[src/rtl/vx_ifetch_rsp_ibuffer.sv]
// rtl/vx_ifetch_rsp_ibuffer.sv - per-warp instruction buffer with round-robin drain (optional IBUF_BYPASS_EN)
module vx_ifetch_rsp_ibuffer #(
  parameter int NUM_WARPS   = 4,
  parameter int NUM_THREADS = 4,
  parameter int XLEN        = 32,
  parameter int UUID_BITS   = 44,
  parameter int DEPTH       = 2,
  localparam int WB = (NUM_WARPS > 1) ? $clog2(NUM_WARPS) : 1,
  localparam int UB = (UUID_BITS > 0) ? UUID_BITS : 1
) (
  input  logic                   clk,
  input  logic                   reset,
  input  logic                   in_valid,
  input  logic [UB-1:0]          in_uuid,
  input  logic [NUM_THREADS-1:0] in_tmask,
  input  logic [WB-1:0]          in_wid,
  input  logic [XLEN-1:0]        in_PC,
  input  logic [31:0]            in_data,
  output logic                   in_ready,
  output logic                   out_valid,
  output logic [UB-1:0]          out_uuid,
  output logic [NUM_THREADS-1:0] out_tmask,
  output logic [WB-1:0]          out_wid,
  output logic [XLEN-1:0]        out_PC,
  output logic [31:0]            out_data,
  input  logic                   out_ready,
  output logic [NUM_WARPS-1:0]   ibuf_pop
);

  localparam int CB = $clog2(DEPTH + 1);
  localparam int PB = (DEPTH > 1) ? $clog2(DEPTH) : 1;
  localparam int EW = UB + NUM_THREADS + XLEN + 32;

  logic [CB-1:0] count  [NUM_WARPS];
  logic [PB-1:0] rd_ptr [NUM_WARPS];
  logic [PB-1:0] wr_ptr [NUM_WARPS];
  logic [EW-1:0] mem    [NUM_WARPS][DEPTH];

  logic [WB-1:0]        rr_ptr;
  logic [WB-1:0]        rr_grant;
  logic [WB-1:0]        grant;
  logic [WB-1:0]        lock_wid;
  logic                 locked;
  logic                 any_valid;
  logic [WB:0]          cand;
  logic [EW-1:0]        head;
  logic [EW-1:0]        in_entry;
  logic                 bypass;
  logic                 out_fire;
  logic                 enq_fire;
  logic                 deq_fire;
  logic [WB-1:0]        next_rr;
  logic [NUM_WARPS-1:0] enq_sel;
  logic [NUM_WARPS-1:0] deq_sel;

  function automatic logic [PB-1:0] ptr_inc(input logic [PB-1:0] p);
    return (p == PB'(DEPTH - 1)) ? '0 : p + PB'(1);
  endfunction

  // Round-robin search: first nonempty warp at or after rr_ptr, wrapping.
  always_comb begin
    any_valid = 1'b0;
    rr_grant  = rr_ptr;
    cand      = '0;
    for (int i = 0; i < NUM_WARPS; i++) begin
      cand = {1'b0, rr_ptr} + (WB + 1)'(i);
      if (cand >= (WB + 1)'(NUM_WARPS)) cand = cand - (WB + 1)'(NUM_WARPS);
      if (!any_valid && count[cand[WB-1:0]] != '0) begin
        any_valid = 1'b1;
        rr_grant  = cand[WB-1:0];
      end
    end
  end

  // A stalled output keeps its grant so the presented entry cannot change under decode.
  assign grant    = locked ? lock_wid : rr_grant;
  assign head     = mem[grant][rd_ptr[grant]];
  assign in_entry = {in_uuid, in_tmask, in_PC, in_data};

`ifdef IBUF_BYPASS_EN
  // With every FIFO empty the incoming instruction goes straight to decode.
  assign bypass    = ~any_valid & in_valid;
  assign out_valid = any_valid | bypass;
  assign out_wid   = bypass ? in_wid : grant;
  assign {out_uuid, out_tmask, out_PC, out_data} = bypass ? in_entry : head;
`else
  assign bypass    = 1'b0;
  assign out_valid = any_valid;
  assign out_wid   = grant;
  assign {out_uuid, out_tmask, out_PC, out_data} = head;
`endif

  // Space check uses the count before any same-cycle pop, keeping in_ready off the out_ready path.
  assign in_ready = (count[in_wid] < CB'(DEPTH));
  assign out_fire = out_valid & out_ready;
  assign deq_fire = out_fire & ~bypass;
  assign enq_fire = in_valid & in_ready & ~(bypass & out_ready);
  assign ibuf_pop = out_fire ? (NUM_WARPS'(1) << out_wid) : '0;
  assign next_rr  = (out_wid == WB'(NUM_WARPS - 1)) ? '0 : out_wid + WB'(1);

  // Decode which warp FIFO is written and which is read this cycle.
  always_comb begin
    enq_sel = '0;
    deq_sel = '0;
    for (int w = 0; w < NUM_WARPS; w++) begin
      enq_sel[w] = enq_fire & (in_wid == WB'(w));
      deq_sel[w] = deq_fire & (grant == WB'(w));
    end
  end

  // Pointer, occupancy, round-robin and grant-lock state.
  always_ff @(posedge clk) begin
    if (!reset) begin
      for (int w = 0; w < NUM_WARPS; w++) begin
        count[w]  <= '0;
        rd_ptr[w] <= '0;
        wr_ptr[w] <= '0;
      end
      rr_ptr   <= '0;
      locked   <= 1'b0;
      lock_wid <= '0;
    end else begin
      for (int w = 0; w < NUM_WARPS; w++) begin
        if (enq_sel[w]) wr_ptr[w] <= ptr_inc(wr_ptr[w]);
        if (deq_sel[w]) rd_ptr[w] <= ptr_inc(rd_ptr[w]);
        count[w] <= count[w] + CB'(enq_sel[w]) - CB'(deq_sel[w]);
      end
      if (out_fire) rr_ptr <= next_rr;
      locked   <= out_valid & ~out_ready;
      lock_wid <= out_wid;
    end
  end

  // Entry storage; contents are only meaningful where count says so, so no reset.
  always_ff @(posedge clk) begin
    if (enq_fire) mem[in_wid][wr_ptr[in_wid]] <= in_entry;
  end

endmodule

[config.mk]
export PLATFORM = sky130hd
export DESIGN_NAME = vx_ifetch_rsp_ibuffer
export DESIGN_NICKNAME = d
export VERILOG_FILES = /design/src/rtl/vx_ifetch_rsp_ibuffer.sv
export SDC_FILE = /design/constraint.sdc
export NUM_CORES = 1
export LEC_CHECK = 0
export ABC_AREA = 1
export BUFFER_PORTS_ARGS = -buffer_cell sky130_fd_sc_hd__buf_2
export CORE_ASPECT_RATIO = 0.9
export CORE_MARGIN = 3
export CORE_UTILIZATION = 64
export CTS_BUF_LIST = sky130_fd_sc_hd__clkbuf_4 sky130_fd_sc_hd__clkbuf_8
export DETAILED_ROUTE_END_ITERATION = 6
export GPL_TIMING_DRIVEN = 0
export PLACE_DENSITY = 0.93
export SLEW_MARGIN = 20
export SYNTH_ARGS = -nofsm -noshare
export SYNTH_HDL_FRONTEND = slang
export SYNTH_SLANG_ARGS = --single-unit
[constraint.sdc]
create_clock -name clk -period 24.2 [get_ports clk]
set_clock_uncertainty 0.1 [all_clocks]
set_input_delay 7.26 -clock clk [delete_from_list [all_inputs] [get_ports clk]]
set_output_delay 7.26 -clock clk [all_outputs]
set_load 0.05 [all_outputs]
# == Word level (Yosys, flattened, before mapping) ==
# Memories as Yosys holds them, arrays and structs flattened.
# Cells that the tools add are included.
# totals
register_bits,5
latchBits,0
mem_bits_rw,912
mem_bits_ro,0
inputBits,118
elab_cells,153
n_memories,4
# classes
n_addsub,24
mul,0
div,0
n_lt_le_gt_ge,8
eq_ne,6
n_shift,1
n_mux,68
bitwise_logic,26
reduce_logical,13
# mem_list
name,words,word_bits,read_ports,rd_ports_with_merged_regs,write_ports,line,source
mem,4,224,1,0,1,37,logic [EW-1:0] mem [NUM_WARPS][DEPTH];
count,4,2,9,0,4,34,logic [CB-1:0] count [NUM_WARPS];
rd_ptr,4,1,5,0,4,35,logic [PB-1:0] rd_ptr [NUM_WARPS];
wr_ptr,4,1,5,0,4,36,logic [PB-1:0] wr_ptr [NUM_WARPS];
# op_table
op,count
two-way mux 112 bit,4
two-way mux 224 bit,1
demux 112 bit (select 1 bit),1
two-way mux 1 bit,47
two-way mux 2 bit,14
OR 1 bit,12
AND 1 bit,11
">= comparator 3 bit, second input constant",3
"adder 1 bit, second input constant",8
adder 2 x 1 -> 2 bit,4
"== test 2 bit, second input constant",4
nonzero test 2 bit,4
subtractor 2 x 1 -> 2 bit,4
"subtractor 2 x 1 -> 2 bit, second input constant",4
"adder 2 x 2 -> 3 bit, second input constant",2
"== test 2 x 1 -> 1 bit, second input constant",2
">= comparator 2 bit, second input constant",2
logical AND 1 bit,4
zero test 2 bit,2
two-way mux 4 bit,1
NOT 1 -> 2 bit,2
"<< shifter 1 x 2 -> 4 bit, first input constant",1
"adder 2 x 1 -> 3 bit, second input constant",1
">= comparator 2 x 3 -> 1 bit, second input constant",1
other kinds (5),7

# == Logic depth before layout (Yosys ltp) ==
# An unclocked memory read counts as a cell.
# depth
depth_word,21
mapped_depth,23
mapped_depth_nobuf,21

# == Worst setup path before layout ==
# OpenSTA, ideal clock, no wires.
# synth_timing
path_kind,input port to output port
startpoint,input in_wid[0]
endpoint,output in_ready
t_arrival_ps,8185
setup_slack_ps,8655
cell_stages,4
path_cell_list,inv_1 nor2_1 a22o_1 nor2_1
# synth_between
elab_chain_len,2
# synth_rtl
element,line,source
start: declaration,16,"input logic [WB-1:0] in_wid,"
memory read (4 x 2 bit),--,
< comparator 2 bit,94,assign in_ready = (count[in_wid] < CB'(DEPTH));
end: declaration,19,"output logic in_ready,"
# No other way between the ends.

# == Worst setup path in the final report ==
# layout_timing
startpoint,input out_ready
endpoint,output ibuf_pop[3]
# layout_between
elab_chain_len,2
# layout_rtl
element,line,source
start: declaration,26,"input logic out_ready,"
AND 1 bit,95,assign out_fire = out_valid & out_ready;
two-way mux 4 bit,98,assign ibuf_pop = out_fire ? (NUM_WARPS'(1) << out_wid) : '0;
end: declaration,27,output logic [NUM_WARPS-1:0] ibuf_pop
# No other way between the ends.

==> impl_metrics.json <==
{
  "cts.path.max_buffers": 3,
  "ys_ff_latch": 919,
  "avgSynthCellArea_sq_um": 10.4,
  "post_cts.repair.setup_buffers": 0,
  "detail_route.first_pass.iterations": 7,
  "clk_latency_ns": 0.82,
  "area_delta_synth_final_pct": 15.6,
  "start_util_pct": 65.1,
  "path_buf_inv": 2,
  "row_count": 84,
  "setup_viol": 0,
  "maxCapViolations": 0,
  "drt-initial-drc-count": 4384,
  "via_per_inst": 5.83,
  "die_x_microns": 264,
  "synth.distinct_cells": 28,
  "core_region_area_sq_um": 58900,
  "fill_cells": 3274,
  "path_delay_family": "simple AND/OR/NAND/NOR gates",
  "finalMaxSlewViolations": 0,
  "synth_edf_count": 898,
  "path_clk_slew_ns": 0.06,
  "layout-drive-gt1-share_pct": 16.1,
  "grt_antenna_before_repair": 24,
  "final_cell_mix": "2420 x nand2_1, 898 x edfxtp_1, 333 x buf_2",
  "io_pins": 238,
  "synthCells": 3673,
  "grt_pass1_vias": 28529,
  "startpoint_type": "input port",
  "netlist_area_sq_um": 38300,
  "cts_resized": 0,
  "min_period_over_period_pct": 64.5,
  "fp.dieArea_sq_um": 62900,
  "cts_tree": "built",
  "max-slew-margin-rel_pct": 41.8,
  "cts_root_buf": "clkbuf_8",
  "final_nets": 4221,
  "cts.sinks": 919,
  "grt_max_degree": 28,
  "htreeDepth": 4,
  "ant_nets": 0,
  "end_kind": "output pin",
  "ys_async_sr_fraction_pct": 0,
  "period_minus_slack_ns": 15.61,
  "ys_seq_area_share_pct": 71.4,
  "violations": "design-rule violations",
  "port_buffers": 237,
  "cp.arrival_ns": 8.25,
  "crit_type": "input port to output pin",
  "wl_per_cell_microns": 21.0,
  "hold_viol_final": 0,
  "ctsHoldBuffers": 0,
  "grt_use_total_pct": 33.2,
  "yosys_warnings": 0,
  "final_common_cell": "nand2_1",
  "drc_errors": 7,
  "vias": 29063,
  "gp_congestion": 0.844,
  "critPathMostFrequentCell": "buf_2",
  "cpPeakStageDelay_ns": 0.42,
  "status": "complete, but fails checks",
  "ys.flop_type": "edfxtp_1",
  "crit_required_ns": 16.84,
  "crit_chain": "buf_2 -> nand2_1 -> nor2_1 -> buf_2",
  "rsz0062_at_grt": "false",
  "tns_ns": 0,
  "min_path_type": "flop to flop",
  "cts_buffers": 141,
  "die_y_microns": 238,
  "grt_overflow": 0,
  "crit_slowest_cell": "nor2_1",
  "cp_max_fo": 5,
  "wl_mm": 105,
  "grt_first_pass_wirelength_mm": 158,
  "dp_hpwl_mm": 65.4,
  "fmax_ghz": 0.0640,
  "synthesis.nets": 3800,
  "worst_pin_slew_ns": 0.873
}
-- per-layer routing --
| metal | share of wire, % | up-vias | track usage (%) |
|---|---|---|---|
| met1 | 34 | 13372 | 42.3 |
| met4 | 5.3 | 16 | 18.2 |
| met5 | 0.090 | - | 0 |
| met3 | 14 | 452 | 8.60 |
| met2 | 47 | 2420 | 52.9 |
| li1 | - | 12803 | - |
-- layout make-up --
type	count	area [sq um]	area share, %
Buffer	176	1030	2.33
Antenna cell	16	40.0	0.0903
Timing Repair Buffer	278	2150	4.86
Tap cell	774	968	2.19
Clock buffer	198	2410	5.44
Multi-Input combinational cell	2529	9800	22.1
Clock inverter	50	339	0.765
Inverter	49	184	0.415
Sequential cell	919	27400	61.8
-- state kept, by name, summed over array words and instances, names as in the netlist, named ones only --
register / cells
rd_ptr: 4
wr_ptr: 4
lock_wid: 2
count: 8
locked: 1
mem: 896
rr_ptr: 2
-- metrics by stage --
step | instance area, sq um | std cells | setup WS (ns) | hold slack (ns) | utilization, %
2_1_floorplan | 38300 | 3673 | 8.66 | 0.322 | -
5_1_grt | 44300 | 4983 | 8.53 | 0.382 | 75.3
3_3_place_gp | 40500 | 4684 | 7.10 | 0.338 | 68.8
3_5_place_dp | 41500 | 4725 | 8.69 | 0.349 | 70.6
4_1_cts | 44300 | 4973 | 8.64 | 0.356 | 75.2
6_report | 44300 | 4989 | 8.59 | 0.362 | 75.3
-- synthesized netlist by cell type, types with 8 or more instances --
cell type | number | share of area, %
buf_6 | 13 | 0.38
buf_1 | 8 | 0.078
nand3_1 | 36 | 0.47
nand2_1 | 2420 | 24
o21ai_0 | 9 | 0.12
nor2_1 | 22 | 0.22
buf_2 | 96 | 1.3
dfxtp_1 | 21 | 1.1
buf_4 | 41 | 0.80
inv_1 | 41 | 0.40
edfxtp_1 | 898 | 70
ha_1 | 9 | 0.29
clkbuf_1 | 18 | 0.18
-- path summary, 6_finish.rpt --
kind                          startpoint                endpoint  cells after the start  slack [ns]
hold reg to reg   count[3][1]$_SDFF_PN0_  count[3][1]$_SDFF_PN0_                      1        0.36
setup reg to reg  count[1][1]$_SDFF_PN0_  count[1][1]$_SDFF_PN0_                     22       20.13
setup / recovery               out_ready             ibuf_pop[3]                      4        8.59
hold / removal    count[3][1]$_SDFF_PN0_  count[3][1]$_SDFF_PN0_                      1        0.36
-- cells by family after synthesis --
family / share of synthesized area (%)
compound gates: 0.274
flops: 71.4
xor+xnor: 0.0914
fa+ha+maj: 0.294
buf+inv: 3.17
simple gates: 24.7
Power is not shown: default switching activity piles up to over one toggle a cycle in this logic, so the estimate is an artifact.
